**config.mk**
```make
export PLATFORM = sky130hd
export DESIGN_NAME = bridge2xheep_obi_burst_cu
export DESIGN_NICKNAME = d
export VERILOG_FILES = /design/src/rtl/bridge2xheep_pkg.sv /design/src/rtl/bridge2xheep_addr_gen.sv /design/src/rtl/bridge2xheep_obi_burst_cu.sv
export SDC_FILE = /design/constraint.sdc
export NUM_CORES = 1
export LEC_CHECK = 0
export CORE_MARGIN = 2
export CORE_UTILIZATION = 38
export CTS_CLUSTER_DIAMETER = 30
export DETAILED_ROUTE_END_ITERATION = 8
export MAX_ROUTING_LAYER = met4
export PLACE_DENSITY = 0.77
export REMOVE_ABC_BUFFERS = 1
export SETUP_SLACK_MARGIN = 0.3
export SLEW_MARGIN = 10
export SYNTH_ARGS = -nofsm -noshare
export SYNTH_HDL_FRONTEND = slang
export SYNTH_SLANG_ARGS = --single-unit
```
**constraint.sdc**
```tcl
create_clock -name clk -period 1.9 [get_ports clk]
set_clock_uncertainty 0.1 [all_clocks]
set_input_delay 0.38 -clock clk [delete_from_list [all_inputs] [get_ports clk]]
set_output_delay 0.38 -clock clk [all_outputs]
set_load 0.005 [all_outputs]
```
**src/rtl/bridge2xheep_pkg.sv**
```systemverilog
// Shared types, default widths and helpers for the CW305-to-X-HEEP OBI burst control unit.
package bridge2xheep_pkg;

  localparam int unsigned ADDR_W_DEF         = 32;
  localparam int unsigned DATA_W_DEF         = 32;
  localparam int unsigned LEN_W_DEF          = 8;
  localparam int unsigned TIMEOUT_CYCLES_DEF = 1024;
  localparam int unsigned MAX_BE_W           = 64;

  typedef enum logic [2:0] {
    IDLE,
    FETCH_WDATA,
    REQ,
    RESP,
    DONE
  } state_t;

  function automatic logic [MAX_BE_W-1:0] be_all_ones(input int unsigned data_w);
    logic [MAX_BE_W-1:0] be;
    be = '0;
    for (int unsigned i = 0; i < MAX_BE_W; i++) begin
      if (i < data_w / 8) be[i] = 1'b1;
    end
    return be;
  endfunction

endpackage

```
**src/rtl/bridge2xheep_addr_gen.sv**
```systemverilog
// Burst address register (load / per-beat increment) and remaining-beat down-counter.
module bridge2xheep_addr_gen
  import bridge2xheep_pkg::*;
#(
  parameter int unsigned ADDR_W = ADDR_W_DEF,
  parameter int unsigned LEN_W  = LEN_W_DEF,
  parameter int unsigned STEP   = DATA_W_DEF / 8
) (
  input  logic              clk,
  input  logic              rst,
  input  logic              load,
  input  logic              advance,
  input  logic [ADDR_W-1:0] start_addr,
  input  logic [LEN_W-1:0]  len,
  output logic [ADDR_W-1:0] addr,
  output logic              last
);

  logic [LEN_W-1:0] remaining;

  // Address wraps silently modulo 2^ADDR_W.
  always_ff @(posedge clk) begin
    if (rst) begin
      addr      <= '0;
      remaining <= '0;
    end else if (load) begin
      addr      <= start_addr;
      remaining <= len;
    end else if (advance) begin
      addr      <= addr + ADDR_W'(STEP);
      remaining <= remaining - LEN_W'(1);
    end
  end

  assign last = (remaining == '0);

endmodule

```
**src/rtl/bridge2xheep_obi_burst_cu.sv**
```systemverilog
// Burst control unit: one host command per burst onto a single-outstanding OBI master port.
// Optional per-beat stall timeout enabled by defining BRIDGE2XHEEP_TIMEOUT_EN.
module bridge2xheep_obi_burst_cu
  import bridge2xheep_pkg::*;
#(
  parameter int unsigned ADDR_W         = ADDR_W_DEF,
  parameter int unsigned DATA_W         = DATA_W_DEF,
  parameter int unsigned LEN_W          = LEN_W_DEF,
  parameter int unsigned TIMEOUT_CYCLES = TIMEOUT_CYCLES_DEF
) (
  input  logic                clk,
  input  logic                rst,
  input  logic                cmd_valid,
  output logic                cmd_ready,
  input  logic                cmd_we,
  input  logic [ADDR_W-1:0]   cmd_addr,
  input  logic [LEN_W-1:0]    cmd_len,
  input  logic                wdata_valid,
  output logic                wdata_ready,
  input  logic [DATA_W-1:0]   wdata_i,
  output logic                rdata_valid,
  output logic [DATA_W-1:0]   rdata_o,
  output logic                busy,
  output logic                done,
  output logic                err,
  output logic                obi_req,
  input  logic                obi_gnt,
  output logic [ADDR_W-1:0]   obi_addr,
  output logic                obi_we,
  output logic [DATA_W/8-1:0] obi_be,
  output logic [DATA_W-1:0]   obi_wdata,
  input  logic                obi_rvalid,
  input  logic [DATA_W-1:0]   obi_rdata
);

  localparam int unsigned BE_W = DATA_W / 8;
  localparam logic [MAX_BE_W-1:0] BE_FULL = be_all_ones(DATA_W);

  state_t            state;
  logic              we_q;
  logic [DATA_W-1:0] wdata_q;
  logic              last;
  logic              load;
  logic              advance;
  logic              abort;

  assign load    = (state == IDLE) && cmd_valid;
  assign advance = (state == RESP) && obi_rvalid && !last;

  bridge2xheep_addr_gen #(
    .ADDR_W (ADDR_W),
    .LEN_W  (LEN_W),
    .STEP   (BE_W)
  ) u_addr_gen (
    .clk        (clk),
    .rst        (rst),
    .load       (load),
    .advance    (advance),
    .start_addr (cmd_addr),
    .len        (cmd_len),
    .addr       (obi_addr),
    .last       (last)
  );

  assign obi_we    = obi_req & we_q;
  assign obi_be    = obi_req ? BE_FULL[BE_W-1:0] : '0;
  assign obi_wdata = wdata_q;

`ifdef BRIDGE2XHEEP_TIMEOUT_EN
  localparam int unsigned STALL_W = $clog2(TIMEOUT_CYCLES + 1);

  logic [STALL_W-1:0] stall_cnt;
  logic               progress;
  logic               err_q;

  assign progress = ((state == REQ) && obi_gnt) || ((state == RESP) && obi_rvalid);
  assign abort    = ((state == REQ) || (state == RESP)) && !progress &&
                    (stall_cnt == STALL_W'(TIMEOUT_CYCLES - 1));
  assign err      = err_q;

  // Leaving REQ/RESP (or never being in them) zeroes the counter, so each entry starts at 0.
  always_ff @(posedge clk) begin
    if (rst || progress || !((state == REQ) || (state == RESP))) stall_cnt <= '0;
    else                                                         stall_cnt <= stall_cnt + STALL_W'(1);
  end

  always_ff @(posedge clk) begin
    if (rst)       err_q <= 1'b0;
    else if (load) err_q <= 1'b0;
    else if (abort) err_q <= 1'b1;
  end
`else
  assign abort = 1'b0 & (TIMEOUT_CYCLES != 0);
  assign err   = 1'b0;
`endif

  always_ff @(posedge clk) begin
    if (rst) begin
      state       <= IDLE;
      cmd_ready   <= 1'b1;
      wdata_ready <= 1'b0;
      obi_req     <= 1'b0;
      busy        <= 1'b0;
      done        <= 1'b0;
      rdata_valid <= 1'b0;
      rdata_o     <= '0;
      we_q        <= 1'b0;
      wdata_q     <= '0;
    end else begin
      done        <= 1'b0;
      rdata_valid <= 1'b0;
      unique case (state)
        IDLE: begin
          if (cmd_valid) begin
            we_q      <= cmd_we;
            busy      <= 1'b1;
            cmd_ready <= 1'b0;
            if (cmd_we) begin
              state       <= FETCH_WDATA;
              wdata_ready <= 1'b1;
            end else begin
              state   <= REQ;
              obi_req <= 1'b1;
            end
          end
        end
        FETCH_WDATA: begin
          if (wdata_valid) begin
            wdata_q     <= wdata_i;
            wdata_ready <= 1'b0;
            obi_req     <= 1'b1;
            state       <= REQ;
          end
        end
        REQ: begin
          if (obi_gnt) begin
            obi_req <= 1'b0;
            state   <= RESP;
          end else if (abort) begin
            obi_req <= 1'b0;
            done    <= 1'b1;
            state   <= DONE;
          end
        end
        RESP: begin
          if (obi_rvalid) begin
            if (!we_q) begin
              rdata_valid <= 1'b1;
              rdata_o     <= obi_rdata;
            end
            if (last) begin
              done  <= 1'b1;
              state <= DONE;
            end else if (we_q) begin
              wdata_ready <= 1'b1;
              state       <= FETCH_WDATA;
            end else begin
              obi_req <= 1'b1;
              state   <= REQ;
            end
          end else if (abort) begin
            done  <= 1'b1;
            state <= DONE;
          end
        end
        DONE: begin
          busy      <= 1'b0;
          cmd_ready <= 1'b1;
          state     <= IDLE;
        end
        default: begin
          state <= IDLE;
        end
      endcase
    end
  end

endmodule

```
==> metrics.md <==
| Metric | Value |
|---|---|
| Status | `finished with violations` |
| Failing checks | `negative setup slack` |
| Req. time, crit path | `2.13 ns` |
| Worst hold stages | `2` |
| Post-Route WL | `17820 um` |
| Tcrit/Tclk final | `106.8%` |
| Yosys top cell area share | `45.82%` |
| Reg2reg path depth | `7` |
| Startpoint types | `register` |
| Top Ports | `219` |
| Slew headroom | `66.02%` |
| Synth Register Bits | `114` |
| Synth warn | `0` |
| Inserted Clock Buffers | `17` |
| P per Cell Area | `955.1 mW/mm^2` |
| Initial DRC count | `415` |
| Gpl congestion | `0.8871` |
| Final WS setup | `-0.1291 ns` |
| FMAX | `492.8 MHz` |
| Max IR drop VDD | `0.7672 mV` |
| DR vias | `5671` |
| Layout cells sized above 1 | `25.43%` |
| Via density | `5.165` |
| Worst-skew pair later-pin latency | `0.41 ns` |
| Crit path max fanout | `5` |
| Total iterations of the first detailed-routing run | `5` |
| Startpoint of the worst hold path | `rst` |
| Asr flop ratio synth | `0%` |
| First-pass GRT wire length | `27460 um` |
| CTS Sinks | `114` |
| Critical path class | `reg -> reg` |
| Largest net degree at the start of global routing | `43` |
| Post-synth EDFFs | `0` |
| Core Rows | `41` |
| Initial antenna violation count | `2` |
| Placed Area | `0.007739 sq mm` |
| RR Startpoint | `u_addr_gen.remaining[1]$_SDFFE_PP0P_` |
| Hold Crit Class | `in -> reg` |
| Post-Place Worst Slack | `-0.4815 ns` |
| Total Routing Usage GR | `24.95%` |
| Nets | `1025` |
| Final Slew Violations | `0` |
| Total chip power | `8.619 mW` |
| Distinct cells, synth | `48` |
| Core area | `0.01272 sq mm` |
| WHS | `0.3338 ns` |
| Clk root buf | `clkbuf_16` |
| Max cap viols | `0` |
| H-tree depth | `4` |
| Area Overhead vs Synth | `81.16%` |
| DP Wirelength | `11870 um` |
| Vias in the first global route | `5488` |
| Die area | `0.01404 sq mm` |
| RSZ-0062 raised after global routing | `yes` |
| Leak | `3.717 nW` |
| Final Hold Vio Count | `0` |
| Final setup violation count | `16` |
| Worst Tran Pin Value | `0.5097 ns` |
| Clock buffer depth | `2` |
| Antenna Nets Post-Route | `0` |
| Critical path origin | `u_addr_gen.remaining[1]$_SDFFE_PP0P_` |
| CTS clk-pin slew, worst paths | `0.05 ns` |
| Primary FF master, synth | `dfxtp_1` |
| Sequential fraction of the synthesis area | `45.82%` |
| Crit end category | `register` |
| Post-synth top cells | `159 x nand2_1, 114 x dfxtp_1, 76 x a21oi_1, 52 x nor2_1, 33 x clkbuf_1` |
| Die Y | `118.5 um` |
| Fin Setup TNS | `-0.9116 ns` |
| # DRC | `0` |
| Count leader, synth | `nand2_1` |
| TritonCTS clock tree | `done` |
| GRT overflow | `0` |
| Starting density of the core | `39.15%` |
| Post-synth top area cell | `dfxtp_1` |
| Syn Inst Count | `621` |
| Port Buffers | `217` |
| Synth area leaders | `dfxtp_1 46%, nand2_1 12%, a21oi_1 7.6%` |
| Finished Cell Area | `0.009024 sq mm` |
| Die W | `118.5 um` |
| Avg Inst Size Synth | `8.021 sq um` |
| Post-synthesis cell area | `0.004981 sq mm` |
| Minimum clock period | `2.029 ns` |
| Routed length per instance | `16.22 um` |
| Worst path arrival time | `2.26 ns` |
registers in the layout, summed over array words and instances (netlist names):
signal / cells
busy: 1
u_addr_gen.addr: 32
we_q: 1
rdata_o: 32
obi_wdata: 32
obi_req: 1
u_addr_gen.remaining: 8
cmd_ready: 1
state: 3
wdata_ready: 1
rdata_valid: 1
done: 1
worst paths after layout:
check / endpoint / slack, ns
max: u_addr_gen.addr[16]$_SDFFE_PP0P_ / -0.13
min: u_addr_gen.remaining[1]$_SDFFE_PP0P_ / 0.33
max reg2reg: u_addr_gen.addr[16]$_SDFFE_PP0P_ / -0.13
min reg2reg: rdata_o[11]$_SDFFE_PP0P_ / 0.35
stage by stage:
step	utilization [%]	std cells
final	70.93	1098
after global routing	70.93	1098
after CTS	68.22	1080
after detailed placement	60.83	1031
after global placement	60.83	1031
after floorplan	-	576
what timing repair did:
action                                  CTS  global route
hold buffers                              0             0
resized for setup                       216            51
pin swaps                                42            43
endpoints found under the setup margin  187            87
buffers inserted                         16            14
cloned                                    1             2
placed cells by master, fill, tap and decap left out, types with 5 or more instances in the layout:
cell,instances
a211oi_1,22
a211oi_2,6
a21oi_1,68
a21oi_2,7
a311oi_1,6
buf_12,8
buf_4,67
buf_6,25
bufinv_16,6
clkbuf_16,18
clkdlybuf4s15_1,17
clkdlybuf4s50_1,109
clkinv_2,5
dfxtp_1,78
dfxtp_2,30
dfxtp_4,6
dlygate4sd2_1,84
inv_1,5
nand2_1,154
nand3_1,8
nand4_1,16
nor2_1,48
nor3_1,5
o21ai_0,10
or3_1,8
xnor2_1,10
xor2_1,16
where the power goes:
group	switching, mW	internal [mW]	total, mW
clock network	1.08	2.38	3.46
registers	0.200	2.66	2.86
logic	1.05	1.25	2.30
critical path: stages (launching register included):
cell      delay, ns
dfxtp_2        0.33
inv_2          0.05
ha_4           0.14
nor3b_4        0.16
a21o_1         0.25
or4b_4         0.55
xor2_1         0.17
a211oi_2       0.18
cell families (layout without fill, tap and decap cells):
| family | after synthesis | after routing | synth area share, % |
|---|---|---|---|
| compound gates | 136 | 136 | 16.96 |
| xor+xnor | 26 | 26 | 4.572 |
| fa+ha+maj | 3 | 3 | 0.7537 |
| buf+inv | 53 | 356 | 5.250 |
| flops | 114 | 114 | 45.82 |
| mux | 1 | 1 | 0.2010 |
| other cells | 1 | 3 | 0.07529 |
| simple gates | 287 | 287 | 26.38 |
routing by layer:
layer / wire (um) / track usage [%]
met5: 0 / -
met3: 1254 / 7.046
met4: 316 / 8.408
met1: 7377 / 28.68
met2: 8866 / 41.91
cell type report:
| cell class | count | area, sq um |
|---|---|---|
| clock buffers | 21 | 460.4 |
| well taps | 172 | 215.2 |
| repair buffers | 316 | 3032 |
| diodes | 2 | 5.005 |
| clock inverters | 11 | 182.7 |
| inverters | 8 | 56.30 |
| multi-input cells | 454 | 2730 |
| flip-flops and latches | 114 | 2342 |
| fillers | 943 | 3699 |
Note: power is estimated with default switching activity, not from simulation.
